[config.mk]
export PLATFORM = sky130hd
export DESIGN_NAME = segment_scheduler
export DESIGN_NICKNAME = d
export VERILOG_FILES = /design/src/rtl/segment_scheduler_pkg.sv /design/src/rtl/segment_scheduler_loop_counter.sv /design/src/rtl/segment_scheduler.sv
export SDC_FILE = /design/constraint.sdc
export NUM_CORES = 1
export LEC_CHECK = 0
export BUFFER_PORTS_ARGS = -buffer_cell sky130_fd_sc_hd__buf_4
export CAP_MARGIN = 20
export CORE_UTILIZATION = 40
export DETAILED_ROUTE_END_ITERATION = 7
export SETUP_SLACK_MARGIN = 0.2
export SYNTH_ARGS = -nofsm -noshare
export SYNTH_HDL_FRONTEND = slang
export SYNTH_SLANG_ARGS = --single-unit
[constraint.sdc]
create_clock -name CLK -period 9.98 [get_ports CLK]
set_input_delay 0.998 -clock CLK [delete_from_list [all_inputs] [get_ports CLK]]
set_output_delay 0.998 -clock CLK [all_outputs]
set_load 0.01 [all_outputs]
[src/rtl/segment_scheduler_pkg.sv]
// Shared constants and state type for the modulation/STM segment schedulers.
package segment_scheduler_pkg;

  localparam logic [15:0] SEGMENT_REP_INFINITE = 16'hFFFF;

  localparam int MOD_DEPTH = 32768;
  localparam int STM_DEPTH = 65536;

  typedef enum logic [1:0] {
    RUN,
    WAIT_SWAP,
    STOPPED
  } sched_state_t;

endpackage

[src/rtl/segment_scheduler_loop_counter.sv]
// Saturating 16-bit loop counter with clear/increment and equality compare against the repeat count.
module loop_counter (
  input  logic        clk,
  input  logic        rst,
  input  logic        clr,
  input  logic        inc,
  input  logic [15:0] rep,
  output logic [15:0] cnt,
  output logic        eq
);

  always_ff @(posedge clk or posedge rst) begin
    if (rst) begin
      cnt <= '0;
    end else if (clr) begin
      cnt <= '0;
    end else if (inc && (cnt != '1)) begin
      cnt <= cnt + 16'd1;
    end
  end

  assign eq = (cnt == rep);

endmodule

[src/rtl/segment_scheduler.sv]
// Read segment / index / loop sequencer for one double-buffered memory (modulation or STM).
// Define SEGMENT_SCHEDULER_IMMEDIATE_SWAP_EN to apply a pending swap on the next STEP instead of at the wrap point.
module segment_scheduler
  import segment_scheduler_pkg::*;
#(
  parameter int DEPTH = MOD_DEPTH,
  localparam int W = $clog2(DEPTH)
) (
  input  logic         CLK,
  input  logic         RST,
  input  logic         UPDATE,
  input  logic         REQ_RD_SEGMENT,
  input  logic [15:0]  CYCLE_0,
  input  logic [15:0]  CYCLE_1,
  input  logic [15:0]  REP_0,
  input  logic [15:0]  REP_1,
  input  logic         STEP,
  output logic         SEGMENT,
  output logic [W-1:0] IDX,
  output logic         STOP,
  output logic         SWAP_PENDING
);

  logic [W-1:0] cyc0_q, cyc1_q, cyc_sel;
  logic [15:0]  rep0_q, rep1_q, rep_sel;
  logic         req_q, upd_q;

  sched_state_t state_q, state_n, eff;
  logic         seg_q, seg_n;
  logic [W-1:0] idx_q, idx_n;
  logic         do_swap, wrap, finite;

  logic         cnt_clr, cnt_inc, cnt_eq;
  logic [15:0]  cnt;

  function automatic logic [W-1:0] sat_cyc(input logic [15:0] c);
    if ({16'd0, c} >= 32'(DEPTH)) return W'(DEPTH - 1);
    return W'(c);
  endfunction

  always_ff @(posedge CLK or posedge RST) begin
    if (RST) begin
      cyc0_q <= '0;
      cyc1_q <= '0;
      rep0_q <= SEGMENT_REP_INFINITE;
      rep1_q <= SEGMENT_REP_INFINITE;
      req_q  <= 1'b0;
      upd_q  <= 1'b0;
    end else begin
      upd_q <= UPDATE;
      if (UPDATE) begin
        cyc0_q <= sat_cyc(CYCLE_0);
        cyc1_q <= sat_cyc(CYCLE_1);
        rep0_q <= REP_0;
        rep1_q <= REP_1;
        req_q  <= REQ_RD_SEGMENT;
      end
    end
  end

  assign cyc_sel = seg_q ? cyc1_q : cyc0_q;
  assign rep_sel = seg_q ? rep1_q : rep0_q;
  assign finite  = (rep_sel != SEGMENT_REP_INFINITE);
  assign wrap    = (idx_q >= cyc_sel);

  loop_counter u_loop (
    .clk (CLK),
    .rst (RST),
    .clr (cnt_clr),
    .inc (cnt_inc),
    .rep (rep_sel),
    .cnt (cnt),
    .eq  (cnt_eq)
  );

  // The settled UPDATE first picks the effective state; a STEP in the same
  // cycle is then evaluated in that state, except when leaving STOPPED by swap.
  always_comb begin
    state_n = state_q;
    seg_n   = seg_q;
    idx_n   = idx_q;
    cnt_clr = 1'b0;
    cnt_inc = 1'b0;
    eff     = state_q;
    do_swap = 1'b0;

    if (upd_q) begin
      case (state_q)
        RUN:       if (req_q != seg_q) eff = WAIT_SWAP;
        WAIT_SWAP: if (req_q == seg_q) eff = RUN;
        STOPPED: begin
          if (req_q != seg_q) do_swap = 1'b1;
          else if (!finite || (rep_sel > cnt)) eff = RUN;
        end
        default: eff = state_q;
      endcase
    end

    state_n = eff;

    if (!do_swap && STEP) begin
      case (eff)
        RUN: begin
          if (wrap) begin
            if (finite && cnt_eq) begin
              state_n = STOPPED;
              idx_n   = cyc_sel;
            end else begin
              idx_n   = '0;
              cnt_inc = 1'b1;
            end
          end else begin
            idx_n = idx_q + W'(1);
          end
        end
        WAIT_SWAP: begin
`ifdef SEGMENT_SCHEDULER_IMMEDIATE_SWAP_EN
          do_swap = 1'b1;
`else
          if (wrap) do_swap = 1'b1;
          else      idx_n   = idx_q + W'(1);
`endif
        end
        default: ;
      endcase
    end

    if (do_swap) begin
      state_n = RUN;
      seg_n   = req_q;
      idx_n   = '0;
      cnt_clr = 1'b1;
    end
  end

  always_ff @(posedge CLK or posedge RST) begin
    if (RST) begin
      state_q      <= RUN;
      seg_q        <= 1'b0;
      idx_q        <= '0;
      STOP         <= 1'b0;
      SWAP_PENDING <= 1'b0;
    end else begin
      state_q      <= state_n;
      seg_q        <= seg_n;
      idx_q        <= idx_n;
      STOP         <= (state_n == STOPPED);
      SWAP_PENDING <= (state_n == WAIT_SWAP);
    end
  end

  assign SEGMENT = seg_q;
  assign IDX     = idx_q;

endmodule

==> impl_metrics.prom <==
# TYPE chip_impl_metric gauge
chip_impl_info{name="outcome",value="finished, final reports clean"} 1
chip_impl_metric{name="final_hold_viol_count",unit=""} 0
chip_impl_metric{name="global_placement_routability_congestion",unit=""} 0.827
chip_impl_info{name="regToRegStartpoint",value="SEGMENT"} 1
chip_impl_metric{name="period_needed",unit="ps"} 4170
chip_impl_metric{name="dr_total_vias",unit=""} 4647
chip_impl_info{name="hp_class",value="reg -> reg"} 1
chip_impl_metric{name="critical_path_buf_inv_count",unit=""} 0
chip_impl_info{name="rsz0062_at_grt",value="no"} 1
chip_impl_metric{name="track_usage",unit=""} 0.206
chip_impl_metric{name="cp_slowest_stage_delay",unit="ps"} 1020
chip_impl_metric{name="reg2regPathDepth",unit=""} 10
chip_impl_metric{name="grt_first_pass_wirelength",unit="um"} 23300
chip_impl_info{name="yosys-top-cells-area",value="sky130_fd_sc_hd__dfrtp_1 30%, sky130_fd_sc_hd__dfstp_2 15%, sky130_fd_sc_hd__mux2_2 9.2%, sky130_fd_sc_hd__ha_1 7.2%, sky130_fd_sc_hd__a21oi_1 5.2%"} 1
chip_impl_metric{name="drc",unit=""} 0
chip_impl_metric{name="max-slew-margin-rel",unit=""} 0.343
chip_impl_metric{name="start_util",unit=""} 0.412
chip_impl_metric{name="synth_top_area_share",unit=""} 0.296
chip_impl_metric{name="postSynth.asyncResetShare",unit=""} 1.00
chip_impl_metric{name="post_synth_edffs",unit=""} 0
chip_impl_metric{name="die_y",unit="um"} 122
chip_impl_metric{name="wl_met3",unit="um"} 651
chip_impl_metric{name="largest_net_degree_at_the_start_of_global_routing",unit=""} 95
chip_impl_metric{name="cap_viol_max_count",unit=""} 0
chip_impl_metric{name="final_max_slew_viol_count",unit=""} 0
chip_impl_metric{name="nNetsFinal",unit=""} 747
chip_impl_metric{name="wl_met2",unit="um"} 6090
chip_impl_metric{name="finalClockSkew",unit="ps"} 6.61
chip_impl_metric{name="timing.critical_path.fanout_max",unit=""} 41
chip_impl_metric{name="fin_hold_ws",unit="ps"} 525
chip_impl_metric{name="layout-drive-gt1-share",unit=""} 0.305
chip_impl_metric{name="numClockSinks",unit=""} 100
chip_impl_metric{name="numPortBuffers",unit=""} 86
chip_impl_metric{name="totalNegativeSetupSlack",unit="ps"} 0
chip_impl_info{name="cts_tree",value="done"} 1
chip_impl_metric{name="dieArea",unit="mm^2"} 0.0148
chip_impl_metric{name="fmax",unit="GHz"} 0.240
chip_impl_metric{name="syn_inst",unit=""} 572
chip_impl_metric{name="total_leakage_power",unit="nW"} 2.94
chip_impl_info{name="ys_dominant_reg_cell",value="sky130_fd_sc_hd__dfrtp_1"} 1
chip_impl_info{name="crit_path_end",value="IDX[9]"} 1
chip_impl_info{name="critical_path.startpoint",value="SEGMENT"} 1
chip_impl_metric{name="yosys_warnings",unit=""} 0
chip_impl_metric{name="clock_latency",unit="ps"} 360
chip_impl_metric{name="cts.path.max_buffers",unit=""} 2
chip_impl_metric{name="max-vdd-ir-drop",unit="mV"} 0.145
chip_impl_metric{name="num-fill-cells",unit=""} 1316
chip_impl_metric{name="drt_pass1_iterations",unit=""} 5
chip_impl_info{name="reg2reg_to",value="IDX[9]"} 1
chip_impl_metric{name="cts_made_buffers",unit=""} 9
chip_impl_metric{name="overflow",unit=""} 0
chip_impl_info{name="synth_top_cell_by_area",value="sky130_fd_sc_hd__dfrtp_1"} 1
chip_impl_metric{name="cts.repair_timing.setup_buffer_count",unit=""} 0
chip_impl_metric{name="syn-num-nets",unit=""} 674
chip_impl_metric{name="timing.critical_path.required",unit="ps"} 10270
chip_impl_metric{name="finalSetupViolations",unit=""} 0
chip_impl_metric{name="dieWidth",unit="um"} 122
chip_impl_metric{name="flow.area_growth_from_synthesis",unit="%"} 18.7
chip_impl_metric{name="clkTransAtPathRegs",unit="ps"} 70
chip_impl_metric{name="postPlaceCellArea",unit="mm^2"} 0.00650
chip_impl_metric{name="synth_sequential_area_ratio",unit=""} 0.443
chip_impl_info{name="worstSetupEndpointType",value="flip-flop"} 1
chip_impl_metric{name="cts_max_level",unit=""} 3
chip_impl_info{name="cts.root.buffer_cell",value="sky130_fd_sc_hd__clkbuf_16"} 1
chip_impl_metric{name="total_core_area",unit="mm^2"} 0.0139
chip_impl_info{name="worst_path_max_delay_cell",value="sky130_fd_sc_hd__dfrtp_2"} 1
chip_impl_metric{name="antenna_violations_before_repair",unit=""} 0
chip_impl_metric{name="synth_cell_type_count",unit=""} 56
chip_impl_metric{name="drt-initial-drc-count",unit=""} 376
chip_impl_metric{name="worstPathArrival",unit="ps"} 4460
chip_impl_metric{name="timing.critical_path.depth",unit=""} 10
chip_impl_metric{name="reg2reg_setup_slack",unit="ps"} 5810
chip_impl_metric{name="totalWireLength",unit="um"} 14200
chip_impl_metric{name="syn_avg_cell_area",unit="um^2"} 10.0
chip_impl_info{name="topRoutingLayerUsed",value="met4"} 1
chip_impl_metric{name="worst_slew_pin_slew",unit="ps"} 986
chip_impl_metric{name="num_rows",unit=""} 43
chip_impl_metric{name="io_pins",unit=""} 87
chip_impl_metric{name="p_per_area",unit="mW/mm^2"} 136
chip_impl_metric{name="cts_hold_buf",unit=""} 0
chip_impl_metric{name="totalPowerFinal",unit="mW"} 0.927
chip_impl_info{name="min-delay-start",value="cyc1_q[11]"} 1
chip_impl_metric{name="drt-met1-wl",unit="um"} 7220
chip_impl_metric{name="synth.cell_area",unit="mm^2"} 0.00574
chip_impl_info{name="critPathKind",value="reg -> reg"} 1
chip_impl_info{name="cells_traversed_along_the_worst_timing_path",value="mux2_2, ha_1, nor2b_4, o21ai_2, a21oi_2, o41ai_4, o21a_1, nand2_1, o32ai_1, a22o_1"} 1
chip_impl_metric{name="vias_per_cell",unit=""} 5.60
chip_impl_metric{name="ys_ff_latch",unit=""} 100
chip_impl_metric{name="post_cts_resize_count",unit=""} 0
chip_impl_metric{name="finalCritPeriodShare",unit=""} 0.418
chip_impl_metric{name="first_global_vias",unit=""} 4418
chip_impl_metric{name="antenna-diode-count",unit=""} 0
chip_impl_metric{name="detailed_placer_s_ending_hpwl",unit="um"} 10200
chip_impl_info{name="start_kind",value="flip-flop"} 1
chip_impl_metric{name="fin_area",unit="mm^2"} 0.00682
chip_impl_metric{name="wl_per_cell",unit="um"} 17.1
chip_impl_metric{name="detail-route-antenna-nets",unit=""} 0
chip_impl_info{name="critical-path-top-delay-family",value="compound AO/OA/AOI/OAI gates"} 1
-- worst register-to-register path, delay by kind of cell, from the launching register on --
kind / cells / cell delay, ps
and+or+nand+nor: 2 / 530
DFF: 1 / 1020
muxes: 1 / 450
adders and majority gates: 1 / 330
AOI/OAI and AO/OA: 6 / 1780
-- state kept, by name (all words and copies together), names as in the netlist, 2 cells and up --
register	count
state_q	2
cyc1_q	15
u_loop.cnt	16
rep1_q	16
rep0_q	16
IDX	15
cyc0_q	15
-- logic make-up (layout without fill, tap and decap cells) --
| family | after synthesis | in the layout | share of synthesized area |
|---|---|---|---|
| buffers and inverters | 52 | 130 | 0.0386 |
| xor gates and xnor gates | 5 | 5 | 0.00894 |
| DFF | 100 | 100 | 0.443 |
| and+or+nand+nor | 174 | 174 | 0.148 |
| muxes | 64 | 64 | 0.123 |
| adders and majority gates | 33 | 33 | 0.0719 |
| AOI/OAI and AO/OA | 144 | 144 | 0.167 |
-- placed cells by master, fill, tap and decap left out, drive strengths merged, types with 3 or more instances in the layout --
master	synthesis	routed
nand4	9	9
dfrtp	68	68
nand2b	4	4
a21oi	62	62
nor2	69	69
or4	8	8
o21ai	21	21
mux2	48	48
clkbuf	15	11
ha	33	33
mux2i	16	16
and3	15	15
nand2	32	32
o211ai	9	9
dfstp	32	32
a22o	14	14
nor2b	6	6
o21a	4	4
o32ai	6	6
buf	10	87
inv	27	30
nor3	3	3
and2	3	3
o22ai	6	6
o31ai	9	9
nand3	19	19
xor2	3	3
-- cell usage after synthesis (9+ instances only) --
master                     number
sky130_fd_sc_hd__dfrtp_1       68
sky130_fd_sc_hd__nand2_1       32
sky130_fd_sc_hd__inv_1         27
sky130_fd_sc_hd__nand4_1        9
sky130_fd_sc_hd__o31ai_1        9
sky130_fd_sc_hd__ha_1          33
sky130_fd_sc_hd__mux2_2        47
sky130_fd_sc_hd__o21ai_0       18
sky130_fd_sc_hd__clkbuf_1      15
sky130_fd_sc_hd__nand3_1       19
sky130_fd_sc_hd__and3_1        14
sky130_fd_sc_hd__dfstp_2       32
sky130_fd_sc_hd__a22o_1        14
sky130_fd_sc_hd__mux2i_1       16
sky130_fd_sc_hd__nor2_1        69
sky130_fd_sc_hd__a21oi_1       60
-- through the flow --
| step | setup WS, ps | utilization | std cells |
|---|---|---|---|
| 6_report | 5810 | 0.489 | 830 |
| 5_1_grt | 5600 | 0.489 | 830 |
| 4_1_cts | 5820 | 0.489 | 830 |
| 3_5_place_dp | 5840 | 0.467 | 814 |
| 3_3_place_gp | 6000 | 0.467 | 814 |
| 2_1_floorplan | 6250 | - | 572 |
-- final cells by class --
cell class | instances | area, um^2 | share of cell area
Inverter | 27 | 104 | 0.0152
Clock inverter | 5 | 48.8 | 0.00716
Timing Repair Buffer | 87 | 653 | 0.0958
Clock buffer | 11 | 264 | 0.0387
Sequential cell | 100 | 2540 | 0.373
Tap cell | 180 | 225 | 0.0330
Multi-Input combinational cell | 420 | 2980 | 0.437
-- report_power, final --
part | total (mW) | switching, mW | internal (mW) | leakage, nW
clock network | 0.367 | 0.170 | 0.197 | 0.155
logic | 0.105 | 0.0525 | 0.0529 | 1.65
registers | 0.455 | 0.0163 | 0.438 | 1.14
-- worst min path at each step --
stage	endpoint	slack [ps]	cells after the start
finish	cyc1_q[11]	530	2
global route	cyc1_q[3]	550	2
CTS	cyc1_q[3]	530	2
detailed placement	cyc1_q[1]	510	2
global placement	cyc1_q[7]	510	2
floorplan	cyc1_q[0]	480	2
-- metal layers --
metal  vias up  GRT usage
met2       128      0.291
met3        17     0.0459
met4         0     0.0571
met1      2262      0.311
li1       2240          -
met5         -          0
Note: power is estimated with default switching activity, not from simulation.
